==> src/rtl/vend_pkg.sv <==
`default_nettype none
// ============================================================================
// Module   : vend_pkg
// Brief    : Shared types, coin values and price lookup for vend_controller.
// Revision : 1.0
// ============================================================================
package vend_pkg;

    typedef enum logic [1:0] {
        COLLECT = 2'd0,
        VEND    = 2'd1,
        CHANGE  = 2'd2
    } state_e;

    localparam int NICKEL_C  = 5;
    localparam int DIME_C    = 10;
    localparam int QUARTER_C = 25;

    localparam int MAX_ITEMS   = 16;
    localparam int MAX_W       = 16;
    localparam int PRICE_VEC_W = MAX_ITEMS * MAX_W;

    // Price vector is passed zero-extended so one function serves any item count/width.
    function automatic logic [MAX_W-1:0] price_at(
        input logic [PRICE_VEC_W-1:0] prices,
        input int                     idx,
        input int                     width
    );
        logic [PRICE_VEC_W-1:0] shifted;
        logic [MAX_W-1:0]       mask;
        shifted = prices >> (idx * width);
        mask    = MAX_W'((32'd1 << width) - 32'd1);
        return shifted[MAX_W-1:0] & mask;
    endfunction

endpackage
`default_nettype wire

==> src/rtl/vend_coin_accept.sv <==
`default_nettype none
// ============================================================================
// Module   : vend_coin_accept
// Brief    : Coin priority, credit ceiling check and reject generation.
// Revision : 1.0
// ============================================================================
module vend_coin_accept
    import vend_pkg::*;
#(
    parameter int CREDIT_W   = 7,
    parameter int MAX_CREDIT = 100
) (
    input  logic                i_nickel,
    input  logic                i_dime,
    input  logic                i_quarter,
    input  logic                i_block,
    input  logic [CREDIT_W-1:0] i_credit,
    output logic [CREDIT_W-1:0] o_credited,
    output logic                o_reject
);

    localparam logic [CREDIT_W:0] C_MAX = (CREDIT_W+1)'(MAX_CREDIT);

    logic [CREDIT_W-1:0] w_value;
    logic                w_lower;
    logic [CREDIT_W:0]   w_sum;
    logic                w_fits;

    always_comb begin
        w_value = '0;
        w_lower = 1'b0;
        if (i_quarter) begin
            w_value = CREDIT_W'(QUARTER_C);
            w_lower = i_dime | i_nickel;
        end else if (i_dime) begin
            w_value = CREDIT_W'(DIME_C);
            w_lower = i_nickel;
        end else if (i_nickel) begin
            w_value = CREDIT_W'(NICKEL_C);
        end

        w_sum  = {1'b0, i_credit} + {1'b0, w_value};
        w_fits = (w_sum <= C_MAX);

        o_credited = '0;
        o_reject   = 1'b0;
        if (i_block) begin
            o_reject = i_nickel | i_dime | i_quarter;
        end else begin
            if (w_value != '0) begin
                if (w_fits) o_credited = w_value;
                else        o_reject   = 1'b1;
            end
            if (w_lower) o_reject = 1'b1;
        end
    end

endmodule
`default_nettype wire

==> src/rtl/vend_controller.sv <==
`default_nettype none
// ============================================================================
// Module   : vend_controller
// Brief    : Multi-item vending FSM with shared credit, refund and nickel change.
// Revision : 1.0
// ============================================================================
module vend_controller
    import vend_pkg::*;
#(
    parameter int                            NUM_ITEMS  = 4,
    parameter int                            CREDIT_W   = 7,
    parameter logic [NUM_ITEMS*CREDIT_W-1:0] PRICES     = {7'd35, 7'd30, 7'd25, 7'd15},
    parameter int                            MAX_CREDIT = 100
) (
    input  logic                 clock,
    input  logic                 reset,
    input  logic                 nickel_in,
    input  logic                 dime_in,
    input  logic                 quarter_in,
    input  logic [NUM_ITEMS-1:0] item_sel,
    input  logic                 select,
    input  logic                 cancel,
    output logic                 dispense,
    output logic [NUM_ITEMS-1:0] item_out,
    output logic                 nickel_out,
    output logic                 coin_reject,
    output logic [CREDIT_W-1:0]  credit,
    output logic                 busy
);

    localparam logic [PRICE_VEC_W-1:0] C_PRICES_EXT = PRICE_VEC_W'(PRICES);
    localparam logic [CREDIT_W-1:0]    C_NICKEL     = CREDIT_W'(NICKEL_C);

    state_e               r_state_q,    w_state_d;
    logic [CREDIT_W-1:0]  r_credit_q,   w_credit_d;
    logic                 r_dispense_q, w_dispense_d;
    logic [NUM_ITEMS-1:0] r_item_q,     w_item_d;
    logic                 r_nickel_q,   w_nickel_d;
    logic                 r_reject_q,   w_reject_d;
    logic                 r_busy_q,     w_busy_d;

    int                   w_sel_idx;
    logic                 w_onehot;
    logic [CREDIT_W-1:0]  w_price;
    logic                 w_accept;
    logic                 w_block;
    logic [CREDIT_W-1:0]  w_credited;
    logic                 w_coin_reject;

    always_comb begin
        w_sel_idx = 0;
        for (int i = 0; i < NUM_ITEMS; i++) begin
            if (item_sel[i]) w_sel_idx = i;
        end
        w_onehot = (item_sel != '0) && ((item_sel & (item_sel - NUM_ITEMS'(1))) == '0);
        w_price  = CREDIT_W'(price_at(C_PRICES_EXT, w_sel_idx, CREDIT_W));
    end

    assign w_accept = (r_state_q == COLLECT) && select && !cancel && w_onehot
                      && (w_price <= r_credit_q);
    // Coins are only credited in an otherwise idle COLLECT cycle.
    assign w_block  = (r_state_q != COLLECT) || cancel || w_accept;

    vend_coin_accept #(
        .CREDIT_W   (CREDIT_W),
        .MAX_CREDIT (MAX_CREDIT)
    ) u_coin_accept (
        .i_nickel   (nickel_in),
        .i_dime     (dime_in),
        .i_quarter  (quarter_in),
        .i_block    (w_block),
        .i_credit   (r_credit_q),
        .o_credited (w_credited),
        .o_reject   (w_coin_reject)
    );

    always_comb begin
        w_state_d    = r_state_q;
        w_credit_d   = r_credit_q;
        w_dispense_d = 1'b0;
        w_item_d     = '0;
        w_nickel_d   = 1'b0;
        case (r_state_q)
            COLLECT: begin
                if (cancel) begin
                    if (r_credit_q != '0) begin
                        w_nickel_d = 1'b1;
                        w_credit_d = r_credit_q - C_NICKEL;
                        w_state_d  = CHANGE;
                    end
                end else if (w_accept) begin
                    w_dispense_d = 1'b1;
                    w_item_d     = item_sel;
                    w_credit_d   = r_credit_q - w_price;
                    w_state_d    = VEND;
                end else begin
                    w_credit_d = r_credit_q + w_credited;
                end
            end
            VEND, CHANGE: begin
                if (r_credit_q != '0) begin
                    w_nickel_d = 1'b1;
                    w_credit_d = r_credit_q - C_NICKEL;
                    w_state_d  = CHANGE;
                end else begin
                    w_state_d  = COLLECT;
                end
            end
            default: w_state_d = COLLECT;
        endcase
        w_reject_d = w_coin_reject;
        w_busy_d   = (w_state_d != COLLECT);
    end

    always_ff @(posedge clock) begin
        if (reset) begin
            r_state_q    <= COLLECT;
            r_credit_q   <= '0;
            r_dispense_q <= 1'b0;
            r_item_q     <= '0;
            r_nickel_q   <= 1'b0;
            r_reject_q   <= 1'b0;
            r_busy_q     <= 1'b0;
        end else begin
            r_state_q    <= w_state_d;
            r_credit_q   <= w_credit_d;
            r_dispense_q <= w_dispense_d;
            r_item_q     <= w_item_d;
            r_nickel_q   <= w_nickel_d;
            r_reject_q   <= w_reject_d;
            r_busy_q     <= w_busy_d;
        end
    end

    assign dispense    = r_dispense_q;
    assign item_out    = r_item_q;
    assign nickel_out  = r_nickel_q;
    assign coin_reject = r_reject_q;
    assign credit      = r_credit_q;
    assign busy        = r_busy_q;

endmodule
`default_nettype wire

==> config.mk <==
export PLATFORM = sky130hd
export DESIGN_NAME = vend_controller
export DESIGN_NICKNAME = d
export VERILOG_FILES = /design/src/rtl/vend_pkg.sv /design/src/rtl/vend_coin_accept.sv /design/src/rtl/vend_controller.sv
export SDC_FILE = /design/constraint.sdc
export NUM_CORES = 1
export LEC_CHECK = 0
export BUFFER_PORTS_ARGS = -buffer_cell sky130_fd_sc_hd__buf_2
export CELL_PAD_IN_SITES_DETAIL_PLACEMENT = 1
export CELL_PAD_IN_SITES_GLOBAL_PLACEMENT = 1
export CORE_MARGIN = 5
export CORE_UTILIZATION = 40
export CTS_CLUSTER_DIAMETER = 50
export DETAILED_ROUTE_END_ITERATION = 10
export GPL_ROUTABILITY_DRIVEN = 0
export MAX_ROUTING_LAYER = met4
export PLACE_DENSITY = 0.87
export SETUP_SLACK_MARGIN = 0.2
export SYNTH_ARGS = -nofsm -noshare
export SYNTH_HDL_FRONTEND = slang
export SYNTH_SLANG_ARGS = --single-unit
==> constraint.sdc <==
create_clock -name clock -period 8.2 [get_ports clock]
set_input_delay 2.46 -clock clock [delete_from_list [all_inputs] [get_ports clock]]
set_output_delay 2.46 -clock clock [all_outputs]
set_load 0.02 [all_outputs]
==> results of run 1 <==
metrics by stage:
| stage | util, % | setup slack [ps] | hold WS (ps) |
|---|---|---|---|
| final | 45.3 | 1660 | 526 |
| after global routing | 45.3 | 1320 | 556 |
| after CTS | 45.3 | 1640 | 535 |
| after detailed placement | 44.3 | 1390 | 523 |
| after global placement | 44.3 | 1620 | 488 |
| after floorplan | - | 2030 | 464 |
flip-flops by register name (all words and copies together) (netlist names):
register     flops
credit           7
item_out         4
r_state_q        2
busy             1
coin_reject      1
dispense         1
nickel_out       1
cell families (layout without fill, tap and decap cells):
family | Yosys count | after routing | synth area share, %
fa+ha+maj | 28 | 28 | 19.5
mux | 5 | 5 | 2.62
buf+inv | 26 | 49 | 5.18
xor+xnor | 10 | 10 | 4.59
flops | 17 | 17 | 17.8
simple gates | 83 | 83 | 22.5
compound gates | 73 | 73 | 27.8
worst max-delay path: cells and delay by family:
kind,cells,cell delay [ps]
XOR/XNOR,1,140
buffers and inverters,2,190
adder cells (fa/ha/maj),3,900
AO/OA/AOI/OAI,8,1800
AND/OR/NAND/NOR,5,1210
per-layer routing:
metal | up-vias | wire length (um) | GRT usage, % | share of wire, %
li1 | 936 | - | - | -
met1 | 900 | 2470 | 22.5 | 46
met2 | 42 | 2640 | 31.4 | 49
met3 | 14 | 156 | 1.36 | 2.9
met4 | 0 | 155 | 8.25 | 2.9
met5 | - | 0 | - | 0
layout make-up:
cell class | count | area (um2)
Fill cell | 579 | 2570
Multi-Input combinational cell | 199 | 1470
Timing Repair Buffer | 25 | 125
Sequential cell | 17 | 340
Tap cell | 54 | 67.6
Clock buffer | 3 | 41.3
Clock inverter | 1 | 5.00
Inverter | 20 | 75.1
path summary, 6_finish.rpt:
path | start | to | depth (start not counted)
setup / recovery | item_sel[2] | credit[5] | 19
hold / removal | r_state_q[0] | r_state_q[0] | 2
setup reg to reg | credit[6] | credit[5] | 14
hold reg to reg | r_state_q[0] | r_state_q[0] | 2
power groups by stage:
stage / Combinational (mW) / Clock [mW] / Sequential [mW]
after floorplan: 0.335 / 0 / 0.153
after global placement: 0.439 / 0 / 0.151
after detailed placement: 0.451 / 0 / 0.153
after CTS: 0.457 / 0.0656 / 0.152
after global routing: 0.511 / 0.0698 / 0.158
final: 0.456 / 0.0649 / 0.153
cells in the final DEF (no fill, tap or decap), drive strengths merged, types with 2 or more instances in the layout:
cell type and count:
a21o 4, o22ai 2, fa 3, or2 5, and2 5, or4b 2
a21boi 3, nor2b 9, o32a 2, dfxtp 17, a221o 2, clkbuf 3
a2111oi 2, o211ai 3, a21oi 17, nand3 5, inv 20, o31ai 2
xnor2 5, a221oi 4, nor2 19, mux2i 5, xor2 5, o21bai 2
nand2b 2, o21ai 13, ha 25, nand2 18, buf 25, nor3 8
o21a 2, nor4 4, or3 3, a31oi 4
==> impl_metrics.yaml, run 1 <==
sta:
  final-hold-violation-count: 0
  timing.setup.tns_ps: 0
  finClkSkew_ps: 5.67
  unrepaired_setup_endpoints_after_global_routing: "no"
  maxSlewHeadroom_pct: 63.9
  fmax_mhz: 153
  post-route-min-period_ps: 6540
  final-max-slew-violation-count: 0
  layout_worst_path_cycle_share_pct: 79.8
  timing_worst_slew_pin_value_ps: 528
  final-setup-viol-count: 0
finish:
  fin_nets: 305
  syn2layout_area_growth_pct: 11.3
  stdcell_count: 319
  final_design_area_no_fill_mm2: 0.00212
  diodes: 0
  final_layout_size_suffix_gt1_share_pct: 14.7
synth:
  synth-seq-cells: 17
  netlist.area_leader.share_pct: 17.8
  synth.most_common_cell: "ha_1"
  yosys-top-cells-count: "ha_1 (25), inv_1 (20), nor2_1 (19)"
  synth_seq_area_share_pct: 17.8
  post_synth_main_area_contributors: "dfxtp_1 (18%), ha_1 (16%), a21oi_1 (4.5%), inv_1 (3.9%), nor2_1 (3.7%)"
  synthDominantAreaCellType: "dfxtp_1"
  postSynthNetCount: 281
  synth_ff_type: "dfxtp_1"
  avgSynthCellArea_um2: 7.89
  synth_area_mm2: 0.00191
  netlist_instances: 242
  number_of_synthesized_flops_with_an_enable_pin: 0
  number_of_warnings_printed_during_yosys_synthesis: 0
  ys_types: 54
  asyncSetResetFlopFracSynth_pct: 0
global_routing:
  track_usage_pct: 18.5
  antenna_found_initial: 0
  remaining_global_route_overflow: 0
  grt_pass1_wl_um: 9090
  first_global_vias: 1943
  largest_net_degree_at_the_start_of_global_routing: 15
clocking:
  htreeDepth: 1
  cts-root-buf: "clkbuf_8"
  clock-sinks: 17
  tritoncts.num_buffers: 3
  clk_latency_ps: 260
  tritoncts: "done"
  cts_resized: 0
  cts_hold_buffers: 0
  clk_pin_slew_worst_paths_ps: 70
  ctsLongestPathBuffers: 2
  post-cts-setup-buffers: 0
floorplan:
  die-area_mm2: 0.00626
  die_y_um: 79.1
  io_pins: 26
  rows: 25
  die_w_um: 79.1
  starting_density_pct: 40.7
  design.core.area_mm2: 0.00469
setup_path:
  path_cells: "buf_2 -> or2_2 -> ha_1 -> inv_1 -> o211ai_1 -> ha_1 -> and2_1 -> a221o_1 -> a41oi_2 -> o21ai_1 -> or2_1 -> nor3_1 -> ha_1 -> a21oi_1 -> o211ai_1 -> a21oi_1 -> xnor2_1 -> nor2_1 -> o32ai_1"
  cp_slowest_cell: "a221o_1"
  critical_path_arrival_ps: 6700
  largest_stage_delay_worst_path_ps: 350
  critPathMaxFanout: 6
  endpoint_kind: "register"
  regToRegSetupSlack_ps: 4150
  worst-setup-path-type: "in2reg"
  timing.critical_path.mode_cell: "ha_1"
  critical_path_required_ps: 8360
  setup.worst_path.start_class: "primary input"
placed_design:
  place.port_buffers: 25
  placed_cells_incl_taps: 315
  dpl_cell_area_mm2: 0.00208
  hpwl_um: 4270
power_and_ir_drop:
  seq_power_share_pct: 22.7
  worst_ir_drop_vdd_mv: 0.104
  p_sw_share_pct: 51.1
  power_report.internal_total_uw: 329
  power.clock.fraction_pct: 9.6
  total_leakage_power_nw: 0.977
  netSwitchingPower_uw: 344
  post-layout-total-power_uw: 673
  power_frac_comb_pct: 67.7
  power_density_mw_per_mm2: 317
hold_path:
  timing.hold.worst.class: "reg2reg"
drt:
  post_drt_wl_per_cell_um: 17.0
  drt_iter0_drc: 95
  firstDrtPassIters: 4
  dr_total_vias: 1892
  post-route-drc-count: 0
  via_per_inst: 5.93
  routed_wirelength_um: 5430
  antenna_violating_nets_post_route: 0
outcome:
  run_status: "finished clean"
job:
  max-cap-violations: 0
Power figures use the tool's default switching activity.
==> run 2, diff against run 1 <==
Settings changed: CORE_UTILIZATION 40 to 39, PLACE_DENSITY 0.87 to 0.88.
Clock period 8.2 ns to 5.4 ns, I/O delays scaled along.
==> run 2 against run 1 <==
Compared with the run above: sequential share of layout area fell by 2.1 points; count of clock-buffer cells in the layout rose by 1; critical path depth did not move; non-clock buffer count rose by 21; combinational power rose by 86%; via count rose by 7.5%; total power rose by 76%; highest routed layer unchanged.
==> impl_metrics.yaml, run 2 (synthesis results as in run 1) <==
finish:
  final_common_cell: "buf_2"
  syn2layout_area_growth_pct: 27.8
  stdcell_count: 353
  diodes: 0
  fin_nets: 326
  final_layout_size_suffix_gt1_share_pct: 28.7
  most-common-layout-cells: "buf_2 (23), buf_4 (21), ha_1 (20)"
  number_of_flip_flops_under_the_largest_register_name: 7
power_and_ir_drop:
  worst_ir_drop_vdd_mv: 0.166
  post-layout-total-power_mw: 1.18
  power_report.internal_total_uw: 593
  power.clock.fraction_pct: 8.0
  total_leakage_power_nw: 1.09
  netSwitchingPower_uw: 589
  power_frac_comb_pct: 71.9
  p_sw_share_pct: 49.8
  power_density_mw_per_mm2: 485
  seq_power_share_pct: 20.2
setup_path:
  critical_path_required_ps: 5570
  r2r_end: "credit[5]"
  worst_setup_path_endpoint: "credit[5]"
  critical_path_arrival_ps: 5360
  crit-reg2reg-launch: "credit[3]"
  critPathMaxFanout: 4
  regToRegSetupSlack_ps: 1620
  endpoint_kind: "register"
  setup.worst_path.start_class: "primary input"
  critical_path.startpoint: "item_sel[3]"
  worst-setup-path-type: "in2reg"
  timing.reg2reg.worst_path_depth: 14
clocking:
  cts-root-buf: "clkbuf_8"
  tritoncts.num_buffers: 3
  clk_pin_slew_worst_paths_ps: 70
  clk_latency_ps: 250
  ctsLongestPathBuffers: 2
  clock-sinks: 17
  tritoncts: "done"
  htreeDepth: 1
floorplan:
  die_y_um: 80.0
  design.core.area_mm2: 0.00472
  die_w_um: 80.0
  die-area_mm2: 0.00640
  starting_density_pct: 40.4
  rows: 25
  io_pins: 26
drt:
  via_per_inst: 5.76
  firstDrtPassIters: 4
  routed_wirelength_um: 6520
  dr_total_vias: 2034
  post-route-drc-count: 0
  antenna_violating_nets_post_route: 0
  post_drt_wl_per_cell_um: 18.5
  drt_iter0_drc: 106
sta:
  final-max-slew-violation-count: 0
  post-route-min-period_ps: 5200
  timing_worst_slew_pin_value_ps: 541
  fmax_mhz: 192
  final-hold-violation-count: 0
  final-setup-viol-count: 0
  finClkSkew_ps: 5.84
  unrepaired_setup_endpoints_after_global_routing: "yes"
  maxSlewHeadroom_pct: 63.9
  layout_worst_path_cycle_share_pct: 96.2
placed_design:
  place.port_buffers: 25
  placed_cells_incl_taps: 342
  hpwl_um: 4650
global_routing:
  grt_pass1_wl_um: 9830
  antenna_found_initial: 0
  track_usage_pct: 19.4
  remaining_global_route_overflow: 0
  first_global_vias: 2103
  largest_net_degree_at_the_start_of_global_routing: 15
hold_path:
  timing.hold.worst.class: "reg2reg"
outcome:
  run_status: "finished clean"
job:
  max-cap-violations: 0
==> run 2: cell count changes in the layout (fill, tap and decap cells not counted), moves of 3 or more <==
cell / delta
buf_4: +21
ha_1: -5
ha_4: +4
inv_1: -4
inv_2: +4
a21oi_1: -3
a21oi_2: +3
==> run 2: layer usage <==
metal	vias up	share of wire, %	GRT usage (%)
met3	12	3.8	1.81
li1	976	-	-
met4	0	1.5	6.42
met1	989	41	21.7
met5	-	0	-
met2	57	54	35.8
==> run 2: worst min-delay path by stage <==
stage	startpoint	to	slack (ps)	cells past startpoint
after floorplan	r_state_q[0]	r_state_q[0]	460	2
after global placement	r_state_q[0]	r_state_q[0]	490	2
after detailed placement	r_state_q[0]	r_state_q[0]	510	2
after CTS	r_state_q[0]	r_state_q[0]	530	2
after global routing	r_state_q[0]	r_state_q[0]	560	2
final	r_state_q[0]	r_state_q[0]	540	2
==> run 2: through the flow <==
step | util (%) | worst slack [ps] | area, um2 | setup TNS [ps] | hold slack (ps)
finish | 51.7 | 203 | 2440 | 0 | 538
global route | 51.7 | 48.8 | 2440 | 0 | 555
CTS | 48.6 | 242 | 2290 | 0 | 533
detailed placement | 46.8 | -155 | 2210 | -392 | 506
global placement | 46.8 | -13.1 | 2210 | -13.1 | 493
floorplan | - | 201 | 1920 | 0 | 464
==> run 2: critical path, cell delays in order <==
cell and delay, ps:
buf_8 100, or2_4 270, ha_4 260, inv_2 30, o211ai_1 170, ha_1 290, and2_4 180, a221o_1 350
a41oi_2 210, o21ai_2 110, or2_4 300, nor3_4 220, ha_1 270, a21oi_2 180, o211ai_1 160, a21oi_2 210
xnor2_1 140, nor2_1 90, o32ai_2 200
==> run 2: layout make-up <==
cell class / instances / area (um2)
Clock buffer: 4 / 45.0
Fill cell: 586 / 2280
Inverter: 20 / 75.1
Multi-Input combinational cell: 199 / 1600
Sequential cell: 17 / 340
Tap cell: 67 / 83.8
Timing Repair Buffer: 46 / 299
==> run 2: timing repair <==
action,4_1_cts,5_1_grt
setup endpoints to repair,3,3
gates resized for setup,6,24
hold buffers,0,0
pin swaps,4,20
setup buffers,3,4
==> run 2: power groups by stage <==
stage               logic [mW]  registers [mW]  clock network [mW]
global route             0.933           0.243              0.0992
global placement         0.715           0.232                   0
floorplan                0.516           0.233                   0
finish                   0.850           0.238              0.0942
CTS                      0.777           0.231              0.0935
detailed placement       0.744           0.234                   0
